$ cat src/rtl/runway_arbiter_pkg.sv
// Shared encodings for the runway arbiter and the weather control unit.
// Holds the ECSU weather codes, the grant FSM states and the takeoff weather gate.
package runway_arbiter_pkg;

  typedef enum logic [1:0] {
    ST_ALL_CLEAR = 2'b00,
    ST_CAUTION   = 2'b01,
    ST_HIGH_RISK = 2'b10,
    ST_EMERGENCY = 2'b11
  } ecsu_state_e;

  typedef enum logic {
    FSM_IDLE     = 1'b0,
    FSM_OCCUPIED = 1'b1
  } arb_state_e;

  // Takeoffs are only released in all-clear or caution weather.
  function automatic logic takeoff_allowed(input logic [1:0] ecsu);
    return (ecsu_state_e'(ecsu) == ST_ALL_CLEAR) || (ecsu_state_e'(ecsu) == ST_CAUTION);
  endfunction

endpackage

$ cat src/rtl/runway_arbiter_req_fifo.sv
// Request queue for one direction (landing or takeoff) of runway traffic.
// Pushes to a full queue are discarded and flagged on drop.
module req_fifo #(
  parameter  int DEPTH = 4,
  parameter  int ID_W  = 4,
  localparam int CNT_W = $clog2(DEPTH) + 1,
  localparam int PTR_W = $clog2(DEPTH)
) (
  input  logic             CLK,
  input  logic             RST,
  input  logic             push,
  input  logic [ID_W-1:0]  push_id,
  input  logic             pop,
  output logic [ID_W-1:0]  pop_id,
  output logic [CNT_W-1:0] count,
  output logic             full,
  output logic             empty,
  output logic             drop
);

  logic [ID_W-1:0]  mem [DEPTH];
  logic [PTR_W-1:0] wr_ptr_q, wr_ptr_d;
  logic [PTR_W-1:0] rd_ptr_q, rd_ptr_d;
  logic [CNT_W-1:0] count_q, count_d;
  logic             full_q, full_d;
  logic             empty_q, empty_d;
  logic             accept;
  logic             do_pop;

  // NOTE: every signal assigned in always_comb gets a default first, so no latch is inferred.
  always_comb begin
    accept   = push && !full_q;
    do_pop   = pop && !empty_q;
    wr_ptr_d = wr_ptr_q;
    rd_ptr_d = rd_ptr_q;
    if (accept) wr_ptr_d = wr_ptr_q + PTR_W'(1);
    if (do_pop) rd_ptr_d = rd_ptr_q + PTR_W'(1);
    count_d  = count_q + CNT_W'(accept) - CNT_W'(do_pop);
    full_d   = (count_d == CNT_W'(DEPTH));
    empty_d  = (count_d == '0);
  end

  // NOTE: sequential state uses non-blocking assignments so all flops update together.
  always_ff @(posedge CLK) begin
    if (RST) begin
      wr_ptr_q <= '0;
      rd_ptr_q <= '0;
      count_q  <= '0;
      full_q   <= 1'b0;
      empty_q  <= 1'b1;
    end else begin
      wr_ptr_q <= wr_ptr_d;
      rd_ptr_q <= rd_ptr_d;
      count_q  <= count_d;
      full_q   <= full_d;
      empty_q  <= empty_d;
    end
  end

  // NOTE: storage is not reset; the pointers and count alone define which entries are valid.
  always_ff @(posedge CLK) begin
    if (accept) mem[wr_ptr_q] <= push_id;
  end

  assign pop_id = mem[rd_ptr_q];
  assign count  = count_q;
  assign full   = full_q;
  assign empty  = empty_q;
  assign drop   = push && full_q;

endmodule

$ cat src/rtl/runway_arbiter.sv
// Single-runway arbiter: queues landing/takeoff requests and issues one grant at a time,
// gated by ECSU weather state, with a landing-streak limit to keep takeoffs moving.
module runway_arbiter
  import runway_arbiter_pkg::*;
#(
  parameter  int DEPTH           = 4,
  parameter  int ID_W            = 4,
  parameter  int OCC_CYCLES      = 8,
  parameter  int MAX_LAND_STREAK = 3,
  localparam int CNT_W           = $clog2(DEPTH) + 1
) (
  input  logic             CLK,
  input  logic             RST,
  input  logic [1:0]       ECSU_state,
  input  logic             landing_req,
  input  logic [ID_W-1:0]  landing_id,
  input  logic             takeoff_req,
  input  logic [ID_W-1:0]  takeoff_id,
  output logic             grant_valid,
  output logic             grant_is_landing,
  output logic [ID_W-1:0]  grant_id,
  output logic             runway_busy,
  output logic [CNT_W-1:0] landing_count,
  output logic [CNT_W-1:0] takeoff_count,
  output logic             landing_full,
  output logic             takeoff_full,
  output logic             req_dropped
);

  localparam int TIMER_W  = $clog2(2 * OCC_CYCLES);
  localparam int STREAK_W = $clog2(MAX_LAND_STREAK + 1);

  localparam logic [TIMER_W-1:0]  OCC_CLEAR  = TIMER_W'(OCC_CYCLES - 1);
  localparam logic [TIMER_W-1:0]  OCC_SLOW   = TIMER_W'(2 * OCC_CYCLES - 1);
  localparam logic [STREAK_W-1:0] STREAK_MAX = STREAK_W'(MAX_LAND_STREAK);

  logic [ID_W-1:0] land_head, to_head;
  logic            land_empty, to_empty;
  logic            land_drop, to_drop;
  logic            pop_land, pop_to;

  req_fifo #(.DEPTH(DEPTH), .ID_W(ID_W)) u_land_fifo (
    .CLK     (CLK),
    .RST     (RST),
    .push    (landing_req),
    .push_id (landing_id),
    .pop     (pop_land),
    .pop_id  (land_head),
    .count   (landing_count),
    .full    (landing_full),
    .empty   (land_empty),
    .drop    (land_drop)
  );

  req_fifo #(.DEPTH(DEPTH), .ID_W(ID_W)) u_takeoff_fifo (
    .CLK     (CLK),
    .RST     (RST),
    .push    (takeoff_req),
    .push_id (takeoff_id),
    .pop     (pop_to),
    .pop_id  (to_head),
    .count   (takeoff_count),
    .full    (takeoff_full),
    .empty   (to_empty),
    .drop    (to_drop)
  );

  arb_state_e          state_q, state_d;
  logic [TIMER_W-1:0]  timer_q, timer_d;
  logic [STREAK_W-1:0] streak_q, streak_d;
  logic                grant_valid_q, grant_valid_d;
  logic                grant_is_landing_q, grant_is_landing_d;
  logic [ID_W-1:0]     grant_id_q, grant_id_d;
  logic                runway_busy_q, runway_busy_d;
  logic                req_dropped_q, req_dropped_d;

  logic                land_elig, to_elig, pick_takeoff;
  logic [TIMER_W-1:0]  occ_load;

  always_comb begin
    land_elig    = !land_empty;
    to_elig      = !to_empty && takeoff_allowed(ECSU_state);
    // Landings have priority until the streak limit is reached with a takeoff waiting.
    pick_takeoff = to_elig && (!land_elig || (streak_q >= STREAK_MAX));
    occ_load     = (ecsu_state_e'(ECSU_state) == ST_ALL_CLEAR) ? OCC_CLEAR : OCC_SLOW;

    state_d            = state_q;
    timer_d            = timer_q;
    streak_d           = streak_q;
    grant_valid_d      = 1'b0;
    grant_is_landing_d = grant_is_landing_q;
    grant_id_d         = grant_id_q;
    runway_busy_d      = runway_busy_q;
    req_dropped_d      = land_drop | to_drop;
    pop_land           = 1'b0;
    pop_to             = 1'b0;

    unique case (state_q)
      FSM_IDLE: begin
        if (land_elig || to_elig) begin
          grant_valid_d = 1'b1;
          runway_busy_d = 1'b1;
          state_d       = FSM_OCCUPIED;
          timer_d       = occ_load;
          if (pick_takeoff) begin
            pop_to             = 1'b1;
            grant_is_landing_d = 1'b0;
            grant_id_d         = to_head;
            streak_d           = '0;
          end else begin
            pop_land           = 1'b1;
            grant_is_landing_d = 1'b1;
            grant_id_d         = land_head;
            // A takeoff waiting (even weather-blocked) extends the streak.
            if (to_empty)                streak_d = '0;
            else if (streak_q != STREAK_MAX) streak_d = streak_q + STREAK_W'(1);
          end
        end
      end
      FSM_OCCUPIED: begin
        if (timer_q == '0) begin
          state_d       = FSM_IDLE;
          runway_busy_d = 1'b0;
        end else begin
          timer_d = timer_q - TIMER_W'(1);
        end
      end
      default: state_d = FSM_IDLE;
    endcase
  end

  always_ff @(posedge CLK) begin
    if (RST) begin
      state_q            <= FSM_IDLE;
      timer_q            <= '0;
      streak_q           <= '0;
      grant_valid_q      <= 1'b0;
      grant_is_landing_q <= 1'b0;
      grant_id_q         <= '0;
      runway_busy_q      <= 1'b0;
      req_dropped_q      <= 1'b0;
    end else begin
      state_q            <= state_d;
      timer_q            <= timer_d;
      streak_q           <= streak_d;
      grant_valid_q      <= grant_valid_d;
      grant_is_landing_q <= grant_is_landing_d;
      grant_id_q         <= grant_id_d;
      runway_busy_q      <= runway_busy_d;
      req_dropped_q      <= req_dropped_d;
    end
  end

  assign grant_valid      = grant_valid_q;
  assign grant_is_landing = grant_is_landing_q;
  assign grant_id         = grant_id_q;
  assign runway_busy      = runway_busy_q;
  assign req_dropped      = req_dropped_q;

endmodule
$ cat config.mk
export PLATFORM = sky130hd
export DESIGN_NAME = runway_arbiter
export DESIGN_NICKNAME = d
export VERILOG_FILES = /design/src/rtl/runway_arbiter_pkg.sv /design/src/rtl/runway_arbiter_req_fifo.sv /design/src/rtl/runway_arbiter.sv
export SDC_FILE = /design/constraint.sdc
export NUM_CORES = 1
export LEC_CHECK = 0
export BUFFER_PORTS_ARGS = -buffer_cell sky130_fd_sc_hd__buf_2
export CAP_MARGIN = 20
export CORE_AREA = 2 2 93 95
export CTS_BUF_LIST = sky130_fd_sc_hd__clkbuf_4
export DETAILED_ROUTE_END_ITERATION = 12
export DIE_AREA = 0 0 95 97
export SYNTH_ARGS = -nofsm -noshare
export SYNTH_HDL_FRONTEND = slang
export SYNTH_SLANG_ARGS = --single-unit
$ cat constraint.sdc
create_clock -name CLK -period 2.9 [get_ports CLK]
set_input_delay 0.435 -clock CLK [delete_from_list [all_inputs] [get_ports CLK]]
set_output_delay 0.435 -clock CLK [all_outputs]
set_load 0.03 [all_outputs]
# == Yosys cells after proc, flatten, opt, wreduce, memory -nomap -nowiden ==
# Memories as Yosys holds them, arrays and structs flattened. A register that Yosys moved wholly into a read port is not among the register bits.
# Cells that the tools add are included.
# totals
word_cells,93
ram_bits,32
register_bits,33
n_memories,2
out_inout_bits,16
# classes
bitwise_logic,2
n_addsub,10
n_mux,28
reduce_logical,25
n_eq_ne,7
order_cmp,1
# mem_list
name,depth,width,read_ports,rd_clocked_by_memory_dff,write_ports,line_no,rtl
u_land_fifo.mem,4,4,1,1,1,runway_arbiter_req_fifo.sv:21,logic [ID_W-1:0] mem [DEPTH];
u_takeoff_fifo.mem,4,4,1,1,1,runway_arbiter_req_fifo.sv:21,
# ops
cell,count
4-bit 2-to-1 mux,4
1-bit 2-to-1 mux,14
2-bit 2-to-1 mux,7
2-bit by 1-bit adder with 2-bit output (second input constant),5
1-bit logical AND,8
4-bit case mux with 2 select lines,1
3-bit by 1-bit adder with 3-bit output,2
3-bit equality test (second input constant),2
3-bit logical NOT,2
2-bit != test (second input constant),3
2-bit AND reduction,3
3-bit by 1-bit subtractor with 3-bit output,2
1-bit logical NOT,4
4-bit logical NOT,1
1-bit case mux with 2 select lines,2
4-bit by 1-bit subtractor with 4-bit output (second input constant),1
1-bit logical OR,3
3-bit AND reduction,1
3-bit nonzero test,1
2-bit by 1-bit equality test with 1-bit output (second input constant),1
2-bit greater-or-equal comparator (second input constant),1
2-bit logical NOT,1
2-bit by 1-bit != test with 1-bit output (second input constant),1
2-bit OR reduction,1
2 further kinds,2

# == Longest topological paths before layout ==
# Gate-level depths: netlist of run 1.
# depth
depth_word,10
mapped_depth,12

# == Hierarchy ==
# From an unflattened synthesis of run 1, not the netlist that was laid out.
# unflattened
hier_cells,220
area_unflattened_um2,2889.0
# modules_own_cells
mod,n_inst,cells_per_inst,area_per_inst_um2
req_fifo,2,70,1079.8
runway_arbiter,1,80,729.4

# == Least setup slack after synthesis of run 1 ==
# No wires, ideal clock.
# synth_path
kind,input -> register
startpoint,input port ECSU_state[1]
endpoint,"register u_takeoff_fifo.full_q, in the netlist u_takeoff_fifo.full"
arrival_time_ps,2414
path_stages,12
slack_ps,371
t_required_ps,2784
setup_ps,116
path_cell_list,or2_1 buf_6 nor3_1 ha_1 inv_1 ha_1 inv_1 fa_1 xor2_1 xnor2_1 nor2_1 and3_1
# synth_via
elab_chain_cells,10
word_cells_on_any_way,12
cone_classes,1 x add/sub; 2 x eq/ne; 3 x mux; 6 x reduce/logical
# synth_rtl
item,line_no,rtl
from (decl),runway_arbiter.sv:14,"input logic [1:0] ECSU_state,"
2-bit by 1-bit equality test with 1-bit output / 2-bit logical NOT (equally long branches),runway_arbiter_pkg.sv:19,return (ecsu_state_e'(ecsu) == ST_ALL_CLEAR) || (ecsu_state_e'(ecsu) == ST_CAUTION);
1-bit logical OR (*),runway_arbiter_pkg.sv:19,
1-bit logical AND (*),runway_arbiter.sv:82,to_elig = !to_empty && takeoff_allowed(ECSU_state);
1-bit logical AND,runway_arbiter.sv:84,pick_takeoff = to_elig && (!land_elig || (streak_q >= STREAK_MAX));
1-bit 2-to-1 mux,runway_arbiter.sv:105,if (pick_takeoff) begin
1-bit 2-to-1 mux (*),runway_arbiter.sv:100,if (land_elig || to_elig) begin
1-bit 2-to-1 mux (*),runway_arbiter.sv:98,unique case (state_q)
1-bit logical AND (*),runway_arbiter_req_fifo.sv:33,do_pop = pop && !empty_q;
net u_takeoff_fifo.do_pop,runway_arbiter_req_fifo.sv:28,logic do_pop;
3-bit by 1-bit subtractor with 3-bit output (*),runway_arbiter_req_fifo.sv:38,count_d = count_q + CNT_W'(accept) - CNT_W'(do_pop);
3-bit equality test (*),runway_arbiter_req_fifo.sv:39,full_d = (count_d == CNT_W'(DEPTH));
to (signal assigned),runway_arbiter_req_fifo.sv:55,full_q <= full_d;
to (decl),runway_arbiter_req_fifo.sv:25,"logic full_q, full_d;"
# The timed path passes the listed nets; every way through them passes the cells marked *.
# A chain may end at the register's enable or synchronous reset.

# == Final worst setup path of run 1 ==
# layout_path
startpoint,register streak_q[0]
endpoint,"register u_land_fifo.full_q, in the netlist u_land_fifo.full"
# layout_via
elab_chain_cells,9
# layout_rtl
item,line_no,rtl
from (decl),runway_arbiter.sv:70,"logic [STREAK_W-1:0] streak_q, streak_d;"
from (signal assigned),runway_arbiter.sv:145,streak_q <= streak_d;
2-bit greater-or-equal comparator,runway_arbiter.sv:84,
1-bit logical OR,runway_arbiter.sv:84,
1-bit logical AND,runway_arbiter.sv:84,
1-bit 2-to-1 mux,runway_arbiter.sv:105,
1-bit 2-to-1 mux,runway_arbiter.sv:100,
1-bit 2-to-1 mux,runway_arbiter.sv:98,
1-bit logical AND,runway_arbiter_req_fifo.sv:33,
net u_land_fifo.do_pop,runway_arbiter_req_fifo.sv:28,
3-bit by 1-bit subtractor with 3-bit output,runway_arbiter_req_fifo.sv:38,
3-bit equality test,runway_arbiter_req_fifo.sv:39,
to (signal assigned),runway_arbiter_req_fifo.sv:55,
to (decl),runway_arbiter_req_fifo.sv:25,
# The timed path passes the listed nets, and every way through them passes these cells.

==> Flow_metrics.wiki, run 1 <==
{| class="wikitable"
! Metric !! Value
|-
| Result of the run || finished, final reports clean
|-
| Proportion of synthesized flip-flops having asynchronous set or reset || 0%
|-
| Initial antenna violation count || 0
|-
| Number of clock sinks seen by CTS || 69
|-
| Share of the cycle needed by the critical path after routing || 86.03%
|-
| Routed WL per cell || 12.58 µm
|-
| Area enclosed by the die boundary || 9215 µm²
|-
| Gates resized, CTS repair || 0
|-
| Gate count of the mapped netlist || 224
|-
| Worst Path Required || 3210 ps
|-
| Count of pins over their slew limit || 0
|-
| TritonCTS clock tree || done
|-
| Worst Skew || 8.178 ps
|-
| Effective utilization at floorplan || 34.53%
|-
| Hold Fails Final Rpt || 0
|-
| Hold buffers post-CTS || 0
|-
| Clock network latency to the later pin of the worst-skew pair || 400 ps
|-
| Worst-case hold slack || 246.9 ps
|-
| Synth Cell Area || 2809 µm²
|-
| Row count || 33
|-
| Routability congestion estimate || 0.6958
|-
| Max-capacitance violation count || 0
|-
| DIE WIDTH || 95 µm
|-
| Yosys warning count || 0
|-
| Share of the core filled with cells in the final layout || 40.36%
|-
| Relative slew margins || 53.17%
|-
| Largest net degree at the start of global routing || 33
|-
| Commonest non-fill, non-tap cell in the layout || dfxtp_1
|-
| Count of input and output buffers || 29
|-
| Routed Wire Length || 4691 µm
|-
| Power density over the cells || 1006 nW/µm²
|-
| Clock Power Share || 23.4%
|-
| Least-Margin Pin Slew || 696.1 ps
|-
| Count of nets after finishing || 293
|-
| Logic gate share of total power || 32.8%
|-
| Highest-count cells in the layout ignoring fill and taps || dfxtp_1 (37), edfxtp_1 (32), nor2_1 (30)
|-
| Upper clock frequency limit || 400.8 MHz
|-
| Ratio of cells with drive above 1 in the final layout || 23.13%
|-
| Post-synthesis area per instance || 12.54 µm²
|-
| Post-route minimum period || 2495 ps
|-
| Routed vias/inst || 4.611
|-
| Post-synthesis register bit count || 69
|-
| Setup repair after global routing missed its margin || false
|-
| Hold crit path type || input pin to register
|-
| Number of antenna diodes || 0
|-
| Worst vdd ir || 0.2474 mV
|-
| Wire length of the first global-routing pass || 7762 µm
|-
| Type of element launching the critical path || register
|-
| Relative contribution of sequential cells to total power || 43.8%
|-
| Setup violations, final || 0
|-
| Number of levels in the clock H-tree || 3
|-
| Crit. End Element || register
|-
| Sum Neg Setup Slack || 0 ps
|-
| Critical-path maximum fanout || 4
|-
| Num CTS Buffers || 9
|-
| Clock Path Buffers || 2
|-
| Total gr overflow || 0
|-
| Overall die height || 97 µm
|-
| Via count of the routed design || 1720
|-
| Post-synth net total || 254
|-
| Seq/Total Area, Yosys || 60.58%
|-
| Post-CTS Repair Setup Buffers || 0
|-
| CTS root buffer || clkbuf_4
|-
| Count of cell types in the netlist || 36
|-
| Standard cell core area || 8134 µm²
|-
| DRT Pass-1 Iters || 4
|-
| 1st-iter DRT viols || 64
|-
| Layout overhead on the synthesized area || 16.88%
|-
| Internal power || 2.173 mW
|-
| DP Wirelength || 3510 µm
|-
| Num ports || 30
|-
| DRC errors left || 0
|-
| Number of global-route vias before repair || 1730
|-
| Antenna Violating Nets Remaining || 0
|-
| GRT Total Usage || 11.02%
|-
| Net switching share of the total power || 34.21%
|-
| Clock-pin slew on the worst setup and hold paths || 110 ps
|-
| Reported leakage power || 1.310 nW
|-
| Arr. time, crit path || 2810 ps
|-
| Worst Path Class, Setup || register to register
|-
| Commonest register cell after synthesis || dfxtp_1
|-
| Net switching power || 1.130 mW
|-
| Post-synth EDFFs || 32
|}
registers in the layout, summed over array words and instances (netlist names), named ones only:
| register | flops |
|---|---|
| u_land_fifo.mem | 16 |
| u_takeoff_fifo.mem | 16 |
| grant_id | 4 |
| timer_q | 4 |
| u_land_fifo.count | 3 |
| u_takeoff_fifo.count | 3 |
| streak_q | 2 |
| u_land_fifo.rd_ptr_q | 2 |
| u_land_fifo.wr_ptr_q | 2 |
| u_takeoff_fifo.rd_ptr_q | 2 |
| u_takeoff_fifo.wr_ptr_q | 2 |
| grant_is_landing | 1 |
| grant_valid | 1 |
| req_dropped | 1 |
| runway_busy | 1 |
| state_q | 1 |
| u_land_fifo.empty | 1 |
| u_land_fifo.full | 1 |
| u_takeoff_fifo.empty | 1 |
| u_takeoff_fifo.full | 1 |
layer usage:
| metal | vias up | track usage (%) | share of wire (%) |
|---|---|---|---|
| met2 | 31 | 18.22 | 50 |
| met4 | 0 | 5.686 | 1.8 |
| met1 | 812 | 12.63 | 44 |
| li1 | 867 | - | - |
| met3 | 10 | 3.427 | 4.3 |
| met5 | - | 0 | 0 |
worst max-delay path, cell delays in order, from the launching register on:
cell	delay (ps)
dfxtp_1	330
ha_1	240
a211oi_1	350
ha_1	300
inv_1	50
ha_1	130
inv_1	50
fa_1	370
xor2_1	170
xnor2_1	140
nor2_1	80
and3_1	200
final cells by class:
type                            count  area (µm²)
Timing Repair Buffer               35       190.2
Inverter                           15       56.30
Clock inverter                      6       111.4
Fill cell                         767        4851
Multi-Input combinational cell    133        1017
Clock buffer                       10       75.07
Tap cell                          105       131.4
Sequential cell                    69        1702
logic make-up after synthesis:
| group | synth area share (%) |
|---|---|
| AO/OA/AOI/OAI | 7.171 |
| adder cells (fa/ha/maj) | 7.662 |
| buffers and inverters | 3.207 |
| flip-flops | 60.58 |
| XOR/XNOR | 2.806 |
| AND/OR/NAND/NOR | 11.76 |
| multiplexers | 6.815 |
through the flow:
stage / setup WS (ps) / std cells / power (mW) / cell area, µm²
after floorplan: 370.9 / 224 / 2.263 / 2809
after global placement: 306.9 / 357 / 2.548 / 3097
after detailed placement: 266.4 / 357 / 2.572 / 3097
after CTS: 408.9 / 373 / 3.348 / 3283
after global routing: 175.4 / 373 / 3.542 / 3283
final: 405.1 / 373 / 3.303 / 3283
Yosys cell counts (all sizes together), types with 2 or more instances:
library cell	count	share of area (%)
a211oi	3	0.80
a21oi	11	2.0
a22oi	5	1.3
a31oi	2	0.45
and2	8	1.8
and3	2	0.45
buf	2	0.53
clkbuf	5	0.67
dfxtp	37	26
edfxtp	32	34
fa	2	1.4
ha	14	6.2
inv	15	2.0
mux4	8	6.4
nand2	12	1.6
nand3b	2	0.53
nor2	30	4.0
nor2b	3	0.67
nor3	4	0.71
o21ai	5	0.89
xnor2	7	2.2
xor2	2	0.62
power groups by stage:
stage | combinational, mW | clock, mW | sequential (mW)
global route | 1.22 | 0.835 | 1.48
CTS | 1.10 | 0.796 | 1.45
finish | 1.08 | 0.774 | 1.45
detailed placement | 1.10 | 0 | 1.48
floorplan | 0.676 | 0 | 1.59
global placement | 1.08 | 0 | 1.46
final timing paths:
| kind | from | end | slack (ps) | depth (start not counted) |
|---|---|---|---|---|
| min reg2reg | grant_id[0] | grant_id[0] | 450 | 2 |
| max | streak_q[0] | u_land_fifo.full | 410 | 11 |
| max reg2reg | streak_q[0] | u_land_fifo.full | 410 | 11 |
| min | landing_id[1] | u_land_fifo.mem[0][1] | 250 | 1 |
Power figures use the tool's default switching activity.
==> run 2: changes to the inputs <==
--- a/config.mk
+++ b/config.mk
@@ -7,10 +7,14 @@
 export LEC_CHECK = 0
 export BUFFER_PORTS_ARGS = -buffer_cell sky130_fd_sc_hd__buf_2
 export CAP_MARGIN = 20
-export CORE_AREA = 2 2 93 95
+export CELL_PAD_IN_SITES_DETAIL_PLACEMENT = 0
+export CELL_PAD_IN_SITES_GLOBAL_PLACEMENT = 2
+export CORE_AREA = 5 5 96 98
 export CTS_BUF_LIST = sky130_fd_sc_hd__clkbuf_4
+export CTS_CLUSTER_SIZE = 12
 export DETAILED_ROUTE_END_ITERATION = 12
-export DIE_AREA = 0 0 95 97
+export DIE_AREA = 0 0 101 103
+export PLACE_DENSITY_LB_ADDON = 0.1
 export SYNTH_ARGS = -nofsm -noshare
 export SYNTH_HDL_FRONTEND = slang
 export SYNTH_SLANG_ARGS = --single-unit
==> Flow_metrics.wiki, run 2 (synthesis results as in run 1) <==
{| class="wikitable"
! Metric !! Value
|-
| Result of the run || finished, final reports clean (unchanged)
|-
| Commonest non-fill, non-tap cell in the layout || dfxtp_1 (unchanged)
|-
| Largest registers ranked by flip-flop count || u_land_fifo.mem x16, u_takeoff_fifo.mem x16 (unchanged)
|-
| Antenna Violating Nets Remaining || 0 (unchanged)
|-
| Highest-count cells in the layout ignoring fill and taps || dfxtp_1 (37), edfxtp_1 (32), nor2_1 (30) (unchanged)
|-
| GRT Total Usage || 10.77% (was 11.02%)
|-
| Number of clock sinks seen by CTS || 69 (unchanged)
|-
| Setup repair after global routing missed its margin || false (unchanged)
|-
| DIE WIDTH || 101 µm (was 95 µm)
|-
| Clock-pin slew on the worst setup and hold paths || 130 ps (was 110 ps)
|-
| Cell depth of the worst min-delay path || 1 (unchanged)
|-
| Routed vias/inst || 4.454 (was 4.611)
|-
| Hold crit path type || input pin to register (unchanged)
|-
| Arr. time, crit path || 2860 ps (was 2810 ps)
|-
| Num ports || 30 (unchanged)
|-
| Via count of the routed design || 1688 (was 1720)
|-
| Initial antenna violation count || 0 (unchanged)
|-
| Total gr overflow || 0 (unchanged)
|-
| Power density over the cells || 1010 nW/µm² (was 1006 nW/µm²)
|-
| DRT Pass-1 Iters || 4 (unchanged)
|-
| Largest net degree at the start of global routing || 32 (was 33)
|-
| Setup violations, final || 0 (unchanged)
|-
| # placed instances || 363 (was 357)
|-
| Depth of the most critical reg-to-reg path || 12 (was 11)
|-
| Critical-path maximum fanout || 4 (unchanged)
|-
| Gates resized, CTS repair || 0 (unchanged)
|-
| Wire length of the first global-routing pass || 8376 µm (was 7762 µm)
|-
| Count of input and output buffers || 29 (unchanged)
|-
| Effective utilization at floorplan || 33.52% (was 34.53%)
|-
| Post-route minimum period || 2556 ps (was 2495 ps)
|-
| Non-Filler Instances || 379 (was 373)
|-
| Hold buffers post-CTS || 0 (unchanged)
|-
| Routed Wire Length || 5107 µm (was 4691 µm)
|-
| Num CTS Buffers || 9 (unchanged)
|-
| Post-CTS Repair Setup Buffers || 0 (unchanged)
|-
| Worst Path Class, Setup || register to register (unchanged)
|-
| Area enclosed by the die boundary || 10400 µm² (was 9215 µm²)
|-
| Type of element launching the critical path || register (unchanged)
|-
| Upper clock frequency limit || 391.2 MHz (was 400.8 MHz)
|-
| Number of fill cells in the layout || 806 (was 767)
|-
| Layout overhead on the synthesized area || 17.64% (was 16.88%)
|-
| Share of the cycle needed by the critical path after routing || 88.14% (was 86.03%)
|-
| Least-Margin Pin Slew || 743.3 ps (was 696.1 ps)
|-
| Routability congestion estimate || 0.6716 (was 0.6958)
|-
| Standard cell core area || 8381 µm² (was 8134 µm²)
|-
| Sum Neg Setup Slack || 0 ps (unchanged)
|-
| Hold Fails Final Rpt || 0 (unchanged)
|-
| Crit. End Element || register (unchanged)
|-
| Row count || 34 (was 33)
|-
| Clock network latency to the later pin of the worst-skew pair || 400 ps (about the same)
|-
| Reported leakage power || 1.328 nW (was 1.310 nW)
|-
| Clock Path Buffers || 2 (unchanged)
|-
| Placement Cell Area || 3123 µm² (was 3097 µm²)
|-
| DRC errors left || 0 (unchanged)
|-
| 1st-iter DRT viols || 48 (was 64)
|-
| Number of levels in the clock H-tree || 3 (unchanged)
|-
| CTS root buffer || clkbuf_4 (unchanged)
|-
| Max-capacitance violation count || 0 (unchanged)
|-
| Final design area excluding fillers || 3304 µm² (was 3283 µm²)
|-
| Worst vdd ir || 0.4185 mV (was 0.2474 mV)
|-
| Worst Path Required || 3200 ps (was 3210 ps)
|-
| Count of pins over their slew limit || 0 (unchanged)
|-
| Relative slew margins || 49.99% (was 53.17%)
|-
| Number of antenna diodes || 0 (unchanged)
|-
| DP Wirelength || 3748 µm (was 3510 µm)
|-
| Ratio of cells with drive above 1 in the final layout || 23.99% (was 23.13%)
|-
| Count of nets after finishing || 296 (was 293)
|-
| Worst Skew || 21.73 ps (was 8.178 ps)
|-
| Overall die height || 103 µm (was 97 µm)
|-
| Routed WL per cell || 13.47 µm (was 12.58 µm)
|-
| TritonCTS clock tree || done (unchanged)
|-
| Number of global-route vias before repair || 1651 (was 1730)
|}
run 2: cell count changes in the layout (fill, tap and decap cells not counted), sizes merged:
cell,previous run,this run
clkinvlp,1,0
buf,35,38
clkinv,2,4
clkbuf,10,9
run 2: metrics by stage:
stage	hold slack [ps]	worst slack (ps)	total power [mW]	utilization (%)
detailed placement	424.7	178.0	2.598	37.26
floorplan	453.3	370.9	2.263	-
finish	239.0	343.9	3.336	39.43
global placement	422.4	189.4	2.608	37.26
global route	203.4	203.8	3.602	39.43
CTS	207.3	351.5	3.392	39.43
run 2: worst paths after layout:
kind,from,to,slack [ps]
hold / removal,landing_id[0],u_land_fifo.mem[0][0],240
hold reg to reg,grant_id[2],grant_id[2],440
setup / recovery,streak_q[0],u_takeoff_fifo.full,340
setup reg to reg,streak_q[0],u_takeoff_fifo.full,340
run 2: routing by layer:
metal	wire length [µm]	vias to the layer above	global-route usage, %
li1	-	877	-
met1	2461	781	14.28
met2	2370	25	16.00
met3	188	5	2.977
met4	86	0	5.828
met5	0	-	0
run 2: cell type report:
class	instances	area, µm²	area share, %
Inverter	15	56.30	1.704
Tap cell	108	135.1	4.089
Clock buffer	9	67.56	2.045
Timing Repair Buffer	38	212.7	6.437
Multi-Input combinational cell	133	1017	30.78
Sequential cell	69	1702	51.50
Clock inverter	7	113.9	3.446
run 2: worst max-delay path, cell delays in order (launching register included):
cell and delay [ps]:
dfxtp_1 370, ha_1 230, nor2_1 80, nor3_1 300
ha_1 300, inv_1 50, ha_1 130, inv_1 40
fa_1 370, xor2_1 170, xnor2_1 130, nor2_1 80
and3_1 200
run 2: where the power goes:
part | leakage [nW] | internal (mW) | total, mW | switching [mW]
clock | 0.0997 | 0.434 | 0.780 | 0.347
sequential | 0.599 | 1.26 | 1.44 | 0.178
combinational | 0.630 | 0.483 | 1.12 | 0.635
total | 1.33 | 2.18 | 3.34 | 1.16
==> run 3: changes to the inputs <==
--- a/config.mk
+++ b/config.mk
@@ -10,7 +10,6 @@
 export CELL_PAD_IN_SITES_DETAIL_PLACEMENT = 0
 export CELL_PAD_IN_SITES_GLOBAL_PLACEMENT = 2
 export CORE_AREA = 5 5 96 98
-export CTS_BUF_LIST = sky130_fd_sc_hd__clkbuf_4
 export CTS_CLUSTER_SIZE = 12
 export DETAILED_ROUTE_END_ITERATION = 12
 export DIE_AREA = 0 0 101 103
==> Flow_metrics.wiki, run 3 (synthesis results as in run 1) <==
{| class="wikitable"
! Metric !! Value
|-
| Post-Route M1 WL || 2425 µm (was 2461 µm)
|-
| Routability congestion estimate || 0.6716 (unchanged)
|-
| 1st-iter DRT viols || 50 (was 48)
|-
| Gates resized, CTS repair || 0 (unchanged)
|-
| Sum Neg Setup Slack || 0 ps (unchanged)
|-
| Number of levels in the clock H-tree || 3 (unchanged)
|-
| Worst reg2reg path startpoint || streak_q[0] (unchanged)
|-
| Depth of the most critical reg-to-reg path || 12 (unchanged)
|-
| Max-capacitance violation count || 0 (unchanged)
|-
| Hold buffers post-CTS || 0 (unchanged)
|-
| Setup violations, final || 0 (unchanged)
|-
| Via count of the routed design || 1688 (unchanged)
|-
| Uppermost metal layer occupied by signal nets || met4 (unchanged)
|-
| Routed Wire Length || 5101 µm (was 5107 µm)
|-
| TritonCTS clock tree || done (unchanged)
|-
| Layout overhead on the synthesized area || 19.64% (was 17.64%)
|-
| Least-Margin Pin Slew || 742.8 ps (was 743.3 ps)
|-
| Antenna Violating Nets Remaining || 0 (unchanged)
|-
| Clock-pin slew on the worst setup and hold paths || 80 ps (was 130 ps)
|-
| Worst Hold Launch || landing_id[3] (was landing_id[0])
|-
| Count of nets after finishing || 296 (unchanged)
|-
| Power density over the cells || 1037 nW/µm² (was 1010 nW/µm²)
|-
| DRC errors left || 0 (unchanged)
|-
| Largest net degree at the start of global routing || 32 (unchanged)
|-
| Total gr overflow || 0 (unchanged)
|-
| Clock Path Buffers || 2 (unchanged)
|-
| Count of pins over their slew limit || 0 (unchanged)
|-
| Critical-path maximum fanout || 4 (unchanged)
|-
| Share of the cycle needed by the critical path after routing || 87.41% (was 88.14%)
|-
| Clock network latency to the later pin of the worst-skew pair || 340 ps (was 400 ps)
|-
| Initial antenna violation count || 0 (unchanged)
|-
| Num ports || 30 (unchanged)
|-
| Count of input and output buffers || 29 (unchanged)
|-
| Highest-count cells in the layout ignoring fill and taps || dfxtp_1 (37), edfxtp_1 (32), nor2_1 (30) (unchanged)
|-
| Routed WL per cell || 13.46 µm (was 13.47 µm)
|-
| Post-route minimum period || 2535 ps (was 2556 ps)
|-
| Relative slew margins || 50.02% (was 49.99%)
|-
| Worst setup slack for register-to-register paths || 370 ps (was 340 ps)
|-
| Num CTS Buffers || 9 (unchanged)
|-
| Area enclosed by the die boundary || 10400 µm² (unchanged)
|-
| DIE WIDTH || 101 µm (unchanged)
|-
| Setup repair after global routing missed its margin || false (unchanged)
|-
| DRT Pass-1 Iters || 4 (unchanged)
|-
| Worst vdd ir || 0.4313 mV (was 0.4185 mV)
|-
| Overall die height || 103 µm (unchanged)
|-
| Cell depth of the worst min-delay path || 1 (unchanged)
|-
| CTS root buffer || clkbuf_8 (was clkbuf_4)
|-
| Row count || 34 (unchanged)
|-
| Setup slack after layout || 365.1 ps (was 343.9 ps)
|-
| Worst Path Class, Setup || register to register (unchanged)
|-
| Worst Skew || 9.564 ps (was 21.73 ps)
|-
| Detailed route wirelength on metal3 || 222 µm (was 188 µm)
|-
| Upper clock frequency limit || 394.5 MHz (was 391.2 MHz)
|-
| Type of element launching the critical path || register (unchanged)
|-
| Ratio of cells with drive above 1 in the final layout || 23.99% (unchanged)
|-
| Hold crit path type || input pin to register (unchanged)
|-
| Number of clock sinks seen by CTS || 69 (unchanged)
|-
| Effective utilization at floorplan || 33.52% (unchanged)
|-
| Crit. End Element || register (unchanged)
|-
| Routed vias/inst || 4.454 (unchanged)
|-
| Hold Fails Final Rpt || 0 (unchanged)
|-
| Arr. time, crit path || 2770 ps (was 2860 ps)
|-
| Worst slack after detailed placement || 178.0 ps (unchanged)
|-
| Standard cell core area || 8381 µm² (unchanged)
|-
| GRT Total Usage || 10.82% (was 10.77%)
|-
| Worst Path Required || 3130 ps (was 3200 ps)
|-
| Post-CTS Repair Setup Buffers || 0 (unchanged)
|-
| Result of the run || finished, final reports clean (unchanged)
|-
| Reported leakage power || 1.351 nW (was 1.328 nW)
|-
| Worst min-delay path endpoint || u_land_fifo.mem[0][3] (was u_land_fifo.mem[0][0])
|-
| Number of global-route vias before repair || 1665 (was 1651)
|-
| Endpoint of the lowest-slack register-to-register path || u_takeoff_fifo.full (unchanged)
|-
| Routed length on met2 || 2392 µm (was 2370 µm)
|-
| DP Wirelength || 3748 µm (unchanged)
|-
| Number of antenna diodes || 0 (unchanged)
|-
| Wire length of the first global-routing pass || 8431 µm (was 8376 µm)
|-
| Commonest non-fill, non-tap cell in the layout || dfxtp_1 (unchanged)
|-
| Largest registers ranked by flip-flop count || u_land_fifo.mem x16, u_takeoff_fifo.mem x16 (unchanged)
|}
## run 3: per-stage QoR
stage	hold slack (ps)	utilization, %	cells	power [mW]	cell area [µm²]
floorplan	453.3	-	224	2.263	2809
global placement	422.4	37.26	363	2.608	3123
detailed placement	424.7	37.26	363	2.598	3123
CTS	292.3	40.10	379	3.546	3361
global route	294.9	40.10	379	3.757	3361
finish	313.4	40.10	379	3.485	3361
## run 3: per-layer routing
metal / track usage (%) / vias up
li1: - / 875
met1: 14.12 / 780
met4: 4.908 / 0
met3: 3.789 / 7
met2: 16.25 / 26
met5: 0 / -
## run 3: worst max-delay path: stages, from the launching register on
cell,delay (ps)
dfxtp_1,350
ha_1,220
nor2_1,80
nor3_1,300
ha_1,300
inv_1,50
ha_1,130
inv_1,40
fa_1,370
xor2_1,170
xnor2_1,130
nor2_1,80
and3_1,200
## run 3: cell type report
class | instances | area (µm²)
Fill cell | 802 | 5020
Sequential cell | 69 | 1702
Multi-Input combinational cell | 133 | 1017
Timing Repair Buffer | 38 | 212.7
Tap cell | 108 | 135.1
Clock buffer | 9 | 123.9
Clock inverter | 7 | 113.9
Inverter | 15 | 56.30
## run 3: power breakdown
part / internal [mW] / switching (mW) / total (mW)
combinational: 0.483 / 0.636 / 1.12
sequential: 1.26 / 0.178 / 1.44
clock: 0.568 / 0.359 / 0.927
## run 3: how the worst max path moves through the flow
| stage | start | end | depth (start not counted) |
|---|---|---|---|
| 6_report | streak_q[0] | u_takeoff_fifo.full | 12 |
| 5_1_grt | streak_q[0] | u_takeoff_fifo.full | 12 |
| 4_1_cts | streak_q[0] | u_takeoff_fifo.full | 12 |
| 3_5_place_dp | ECSU_state[1] | u_takeoff_fifo.full | 12 |
| 3_3_place_gp | ECSU_state[1] | u_takeoff_fifo.full | 12 |
| 2_1_floorplan | ECSU_state[1] | u_takeoff_fifo.full | 12 |
